`config.mk`:
```
export PLATFORM = sky130hd
export DESIGN_NAME = seq_shift_unit
export DESIGN_NICKNAME = d
export VERILOG_FILES = /design/src/rtl/shift_pkg.sv /design/src/rtl/shift_step.sv /design/src/rtl/seq_shift_unit.sv
export SDC_FILE = /design/constraint.sdc
export NUM_CORES = 1
export LEC_CHECK = 0
export CAP_MARGIN = 20
export CORE_MARGIN = 5
export CORE_UTILIZATION = 55
export DETAILED_ROUTE_END_ITERATION = 10
export DONT_BUFFER_PORTS = 1
export MAX_ROUTING_LAYER = met4
export PLACE_DENSITY_LB_ADDON = 0.05
export SLEW_MARGIN = 15
export SYNTH_ARGS = -nofsm -noshare
export SYNTH_HDL_FRONTEND = slang
export SYNTH_HIERARCHICAL = 1
export SYNTH_SLANG_ARGS = --single-unit
```
`constraint.sdc`:
```
create_clock -name clk -period 1.5 [get_ports clk]
set_input_delay 0.075 -clock clk [delete_from_list [all_inputs] [get_ports clk]]
set_output_delay 0.075 -clock clk [all_outputs]
set_load 0.01 [all_outputs]
```
`src/rtl/shift_pkg.sv`:
```
`default_nettype none
// ============================================================================
// Module      : shift_pkg
// Description : Shared mode and FSM state encodings for seq_shift_unit.
// Revision    : 1.0 - initial release
// ============================================================================
package shift_pkg;

    typedef enum logic [1:0] {
        SH_LSL = 2'b00,
        SH_LSR = 2'b01,
        SH_ASR = 2'b10,
        SH_ROR = 2'b11
    } shift_mode_e;

    typedef enum logic [1:0] {
        ST_IDLE  = 2'b00,
        ST_SHIFT = 2'b01,
        ST_DONE  = 2'b10
    } shift_state_e;

endpackage
`default_nettype wire

```
`src/rtl/shift_step.sv`:
```
`default_nettype none
// ============================================================================
// Module      : shift_step
// Description : Combinational one-position shift/rotate step with carry-out.
// Revision    : 1.0 - initial release
// ============================================================================
module shift_step
    import shift_pkg::*;
#(
    parameter int WIDTH = 8
) (
    input  logic [WIDTH-1:0] i_data,
    input  shift_mode_e      i_mode,
    input  logic             i_fill,
    output logic [WIDTH-1:0] o_data,
    output logic             o_bit
);

    always_comb begin
        o_data = i_data;
        o_bit  = 1'b0;
        case (i_mode)
            SH_LSL: begin
                o_data = {i_data[WIDTH-2:0], i_fill};
                o_bit  = i_data[WIDTH-1];
            end
            SH_LSR: begin
                o_data = {i_fill, i_data[WIDTH-1:1]};
                o_bit  = i_data[0];
            end
            SH_ASR: begin
                o_data = {i_data[WIDTH-1], i_data[WIDTH-1:1]};
                o_bit  = i_data[0];
            end
            SH_ROR: begin
                o_data = {i_data[0], i_data[WIDTH-1:1]};
                o_bit  = i_data[0];
            end
            default: begin
                o_data = i_data;
                o_bit  = 1'b0;
            end
        endcase
    end

endmodule
`default_nettype wire

```
`src/rtl/seq_shift_unit.sv`:
```
`default_nettype none
// ============================================================================
// Module      : seq_shift_unit
// Description : Multi-cycle serial shifter, one position per clock, with
//               valid/ready handshakes. SHIFT_SERIAL_IN_EN adds ser_in fill.
// Revision    : 1.0 - initial release
// ============================================================================
module seq_shift_unit
    import shift_pkg::*;
#(
    parameter int WIDTH = 8,
    parameter int AMT_W = $clog2(WIDTH) + 1
) (
    input  logic             clk,
    input  logic             rst_n,
    input  logic             in_valid,
    output logic             in_ready,
    input  logic [WIDTH-1:0] in_data,
    input  logic [1:0]       in_mode,
    input  logic [AMT_W-1:0] in_amt,
`ifdef SHIFT_SERIAL_IN_EN
    input  logic             ser_in,
`endif
    output logic             out_valid,
    input  logic             out_ready,
    output logic [WIDTH-1:0] out_data,
    output logic             out_cout
);

    localparam logic [AMT_W-1:0] c_one = AMT_W'(1);

    shift_state_e     r_state;
    shift_mode_e      r_mode;
    logic [WIDTH-1:0] r_data;
    logic [AMT_W-1:0] r_cnt;
    logic             r_in_ready;
    logic             r_out_valid;
    logic [WIDTH-1:0] r_out_data;
    logic             r_out_cout;

    logic [WIDTH-1:0] w_step_data;
    logic             w_step_bit;
    logic             w_fill;

`ifdef SHIFT_SERIAL_IN_EN
    assign w_fill = ser_in;
`else
    assign w_fill = 1'b0;
`endif

    shift_step #(
        .WIDTH (WIDTH)
    ) u_step (
        .i_data (r_data),
        .i_mode (r_mode),
        .i_fill (w_fill),
        .o_data (w_step_data),
        .o_bit  (w_step_bit)
    );

    // Result registers are only loaded on entry to DONE so they hold outside it.
    always_ff @(posedge clk or negedge rst_n) begin
        if (!rst_n) begin
            r_state     <= ST_IDLE;
            r_mode      <= SH_LSL;
            r_data      <= '0;
            r_cnt       <= '0;
            r_in_ready  <= 1'b1;
            r_out_valid <= 1'b0;
            r_out_data  <= '0;
            r_out_cout  <= 1'b0;
        end else begin
            case (r_state)
                ST_IDLE: begin
                    if (in_valid && r_in_ready) begin
                        r_data     <= in_data;
                        r_mode     <= shift_mode_e'(in_mode);
                        r_cnt      <= in_amt;
                        r_in_ready <= 1'b0;
                        if (in_amt != '0) begin
                            r_state <= ST_SHIFT;
                        end else begin
                            r_state     <= ST_DONE;
                            r_out_data  <= in_data;
                            r_out_cout  <= 1'b0;
                            r_out_valid <= 1'b1;
                        end
                    end
                end
                ST_SHIFT: begin
                    r_data <= w_step_data;
                    r_cnt  <= r_cnt - c_one;
                    if (r_cnt == c_one) begin
                        r_state     <= ST_DONE;
                        r_out_data  <= w_step_data;
                        r_out_cout  <= w_step_bit;
                        r_out_valid <= 1'b1;
                    end
                end
                ST_DONE: begin
                    if (out_ready) begin
                        r_state     <= ST_IDLE;
                        r_out_valid <= 1'b0;
                        r_in_ready  <= 1'b1;
                    end
                end
                default: begin
                    r_state     <= ST_IDLE;
                    r_out_valid <= 1'b0;
                    r_in_ready  <= 1'b1;
                end
            endcase
        end
    end

    assign in_ready  = r_in_ready;
    assign out_valid = r_out_valid;
    assign out_data  = r_out_data;
    assign out_cout  = r_out_cout;

endmodule
`default_nettype wire

```
Yosys cells after proc, flatten, opt, wreduce, memory -nomap -nowiden
Cells that the tools add are included.
- register bits after elaboration: 27
- add/subtract/negate cells: 1
- equal/unequal tests: 10
- multiplexer cells: 27
- bitwise gates (word level): 1
- reductions and logical operators: 12
- operators with widths (operator ; count):
    $mux W8 ; 4
    $pmux W8 S2 ; 2
    $pmux W8 S4 ; 1
    $mux W1 ; 9
    $mux W2 ; 4
    $ne A2 B2 Y1 const B ; 4
    $pmux W4 S2 ; 1
    $reduce_and A4 Y1 ; 2
    $eq A2 B2 Y1 const B ; 3
    $pmux W1 S3 ; 2
    $pmux W2 S3 ; 1
    $reduce_and A3 Y1 ; 2
    $eq A2 B1 Y1 const B ; 2
    $eq A4 B1 Y1 const B ; 1
    $logic_not A2 Y1 ; 2
    $mux W4 ; 1
    $pmux W1 S2 ; 2
    $reduce_and A2 Y1 ; 2
    $reduce_bool A4 Y1 ; 1
    $sub A4 B1 Y4 const B ; 1
    $reduce_or A3 Y1 ; 1
    $reduce_bool A2 Y1 ; 1
    $logic_and A1 B1 Y1 ; 1
    $not A1 Y1 ; 1

Longest topological paths before layout
- word-level depth: 5
- gate-level depth with buffers: 6
- depth with buffers taken out: 5

By module
The synthesis kept the hierarchy.
- modules (own cells, without submodules) (module ; instances ; cells an instance ; area an instance (µm²) ; seq. area each (µm²)):
    seq_shift_unit ; 1 ; 121 ; 1337.5 ; 676.9
    shift_step ; 1 ; 10 ; 123.9 ; 0.0

Worst setup path before layout
No wires, ideal clock.
- path type: register to register
- from: reg r_cnt[1]
- to: reg r_out_data[0] (netlist: out_data[0])
- library setup time: 0.079 ns
- arrival: 1.418 ns
- slack: 0.003 ns
- cell stages (with the launch flop): 7
- path buffers: 1
- period minus slack after synthesis: 1.497 ns
- cell sequence: dfrtp_1 inv_1 ha_1 or3b_4 o22ai_4 buf_12 mux2i_1
- cells in the longest elaborated chain, start to end: 3
- RTL lines (element ; RTL line ; RTL):
    from (decl) ; seq_shift_unit.sv:35 ; logic [AMT_W-1:0] r_cnt;
    from (signal assigned) ; seq_shift_unit.sv:78 ; r_cnt <= in_amt;
    from (signal assigned) ; seq_shift_unit.sv:92 ; r_cnt <= r_cnt - c_one;
    $eq A4 B1 Y1 ; seq_shift_unit.sv:93 ; if (r_cnt == c_one) begin
    $ne A2 B2 Y1 (no line) ; n/a ;
    $reduce_and A4 Y1 (no line) ; n/a ;
    to (signal assigned) ; seq_shift_unit.sv:84 ; r_out_data <= in_data;
    to (signal assigned) ; seq_shift_unit.sv:95 ; r_out_data <= w_step_data;
    to (decl) ; seq_shift_unit.sv:38 ; logic [WIDTH-1:0] r_out_data;
Every way passes these cells.
A chain may end at the register's enable or synchronous reset.

Worst setup path after layout
Ends and elaborated chain as after synthesis.

==> impl_metrics.yaml <==
finish:
  fin_cells: 192
  n_antenna_cell: 0
  multi_input_area_um2: 693.2
  drive_above_1_share_pct: 27.78
  num-nets-final: 183
  synthToLayoutAreaGrowth_pct: 24.14
  regArea_um2: 678.2
  fill_cells: 190
detailed_routing:
  drtIter0Drc: 8
  vias: 1056
  wl_per_cell_um: 16.33
  drt_first_pass_iters: 3
  drt-total-wl_um: 3135
  via_per_inst: 5.500
  drc: 0
  postRouteAntennaNets: 0
setup_path:
  end_kind: "flop"
  path_class: "flop to flop"
  reg2reg_to: "out_data[0]"
  r2r_start: "r_cnt[1]"
  worstPathRequired_ns: 1.76
  rrSetupSlack_ns: -0.09
  crit_fanout: 5
  cp-start-kind: "flop"
  r2r_cells: 6
  cp.arrival_ns: 1.85
timing:
  period_share_pct: 105.7
  slew_viol_final: 0
  max_freq_mhz: 630.5
  min_period_ns: 1.586
  rsz0062_at_grt: "yes"
  worst_slack_ns: -0.08594
  fin_skew_ns: 0.006233
  setup-violations-final: 12
  hold_violations: 0
clock_tree:
  cts_num_sinks: 27
  cts_buffers: 3
  clk_path_buf_depth: 2
  cts_tree: "done"
  h-tree-depth: 1
  clock_latency_ns: 0.32
  cts-root-buf: "clkbuf_4"
  clkTransAtPathRegs_ns: 0.14
grt:
  antenna_found_initial: 0
  track_usage_pct: 19.28
  grt_pass1_wl_um: 5188
  grt.overflow.total: 0
  grt_pass1_vias: 1171
  grt_max_degree: 28
power:
  power.density_nw_per_um2: 1636
  p_leak_nw: 0.7828
  p_total_w: 0.002967
  irDropWorstVdd_v: 0.001115
synth:
  synth_area_um2: 1461
  dominantRegCellSynth: "dfrtp_1"
  yosys-top-cells-count: "dfrtp_1 (26), mux2i_1 (19), inv_1 (12), nand2_1 (11)"
  synthMostInstantiatedCell: "dfrtp_1"
  synth_cell_types: 35
  yosys.area.top_type_share_pct: 44.52
  synth_edf_count: 0
  yosys-top-cells-area: "dfrtp_1 (45%), mux2i_1 (13%), mux2_2 (6.9%)"
  yosysTopAreaCell: "dfrtp_1"
  ys_seq_elements: 27
  avgSynthCellArea_um2: 11.16
  yosys_warnings: 6
  synthArstFlopShare_pct: 100.0
  syn_inst: 131
  seq_area_frac_synth_pct: 46.32
die:
  rows: 18
  core_um2: 2500
  initial_core_util_pct: 58.46
  dieWidth_um: 61.55
  top_level_ports: 29
  die_area_um2: 3788
  fp.dieH_um: 61.55
placement:
  portBuffers: 0
  gp_congestion: 0.8049
  hpwl_um: 2048
  placedCellCount: 167
hold_path:
  hold_depth: 2
  hold_start: "out_ready"
  hold_class: "primary input to flop"
  holdPathEnd: "r_state[1]"
flow_run:
  maxCapViolCount: 0
status:
  violations: "negative setup slack"
  status: "finished with violations"
## worst max path at each step
| stage | from | endpoint | slack, ns | depth (start not counted) |
|---|---|---|---|---|
| floorplan | r_cnt[1] | out_data[0] | 0.003 | 6 |
| global placement | r_cnt[1] | out_data[7] | -0.008 | 6 |
| detailed placement | r_cnt[1] | out_data[2] | -0.06 | 6 |
| CTS | r_cnt[1] | out_data[2] | -0.09 | 6 |
| global route | r_cnt[1] | out_data[3] | -0.19 | 6 |
| finish | r_cnt[1] | out_data[0] | -0.09 | 6 |
## final cells by class
type / count / area share, %
Clock inverter: 1 / 0.2759
Inverter: 12 / 2.483
Clock buffer: 3 / 1.241
Sequential cell: 27 / 37.38
Multi-Input combinational cell: 86 / 38.21
Tap cell: 30 / 2.069
Timing Repair Buffer: 33 / 18.34
## through the flow
step / area (um^2) / util, % / setup WS [ns] / TNS (ns) / hold WS (ns)
floorplan: 1465 / - / 0.003162 / 0 / -0.2206
global placement: 1546 / 61.86 / -0.008483 / -0.04909 / -0.2199
detailed placement: 1546 / 61.86 / -0.05718 / -0.3686 / -0.2199
CTS: 1772 / 70.87 / -0.09274 / -0.8115 / 0.008903
global route: 1814 / 72.57 / -0.1877 / -2.112 / 0.01937
finish: 1814 / 72.57 / -0.08594 / -0.7113 / 0.01632
## report_power, final
part | leakage, nW | internal [W] | switching (W) | total (W)
clock | 0.0177 | 0.000100 | 0.000218 | 0.000318
sequential | 0.312 | 0.00106 | 0.000352 | 0.00141
combinational | 0.453 | 0.000707 | 0.000532 | 0.00124
total | 0.783 | 0.00187 | 0.00110 | 0.00297
## per-layer routing
layer | wire, um | part of all wire, % | track usage, % | vias up
li1 | - | - | - | 516
met1 | 1286 | 41 | 22.27 | 518
met2 | 1698 | 54 | 33.78 | 18
met3 | 104 | 3.3 | 2.516 | 4
met4 | 45 | 1.4 | 7.273 | 0
met5 | 0 | 0 | - | -
## timing repair
item	CTS	global route
hold buffers	18	0
endpoints found under the hold margin	52	0
resized for setup	0	5
pin swaps	2	2
buffers inserted	1	1
gates cloned	0	1
setup endpoints to repair	18	20
## cell usage in the layout, fill, tap and decap left out, drive strengths merged
cell type     n
or2b          1
clkbuf        4
dfstp         1
nand4b        1
buf          15
ha            2
o221a         1
inv          12
a21bo         1
a31o          1
mux2          9
or2           1
mux2i        19
dlygate4sd3  17
a21oi        10
or3b          1
clkinv        1
o22ai         1
nand2        11
dfrtp        26
nor2b         1
conb          2
nand4bb       1
nor3         10
o211ai        1
nor2          2
o22a          1
xor2          1
or4           1
nand3b        1
mux4          1
nand3         3
o21ai         1
and4bb        1
## logic make-up (layout without fill, tap and decap cells)
family,count (synthesis),in the layout,share of synthesized area (%)
AOI/OAI and AO/OA,17,17,8.305
xor gates and xnor gates,1,1,0.5994
adders and majority gates,2,2,1.712
buffers and inverters,19,49,7.106
DFF,27,27,46.32
muxes,29,29,21.49
other,1,2,0.2566
and+or+nand+nor,35,35,14.21
## registers in the layout, indices dropped and copies added (netlist names)
name / count
out_cout: 1
in_ready: 1
r_cnt: 4
r_data: 8
out_data: 8
out_valid: 1
r_mode: 2
r_state: 2
## worst max-delay path, stage by stage (launching register included)
cell       delay, ns
dfrtp_1         0.41
inv_2           0.06
ha_1            0.12
or3b_4          0.40
o22ai_4         0.18
clkbuf_16       0.19
mux2i_1         0.17
Note: power is estimated with default switching activity, not from simulation.
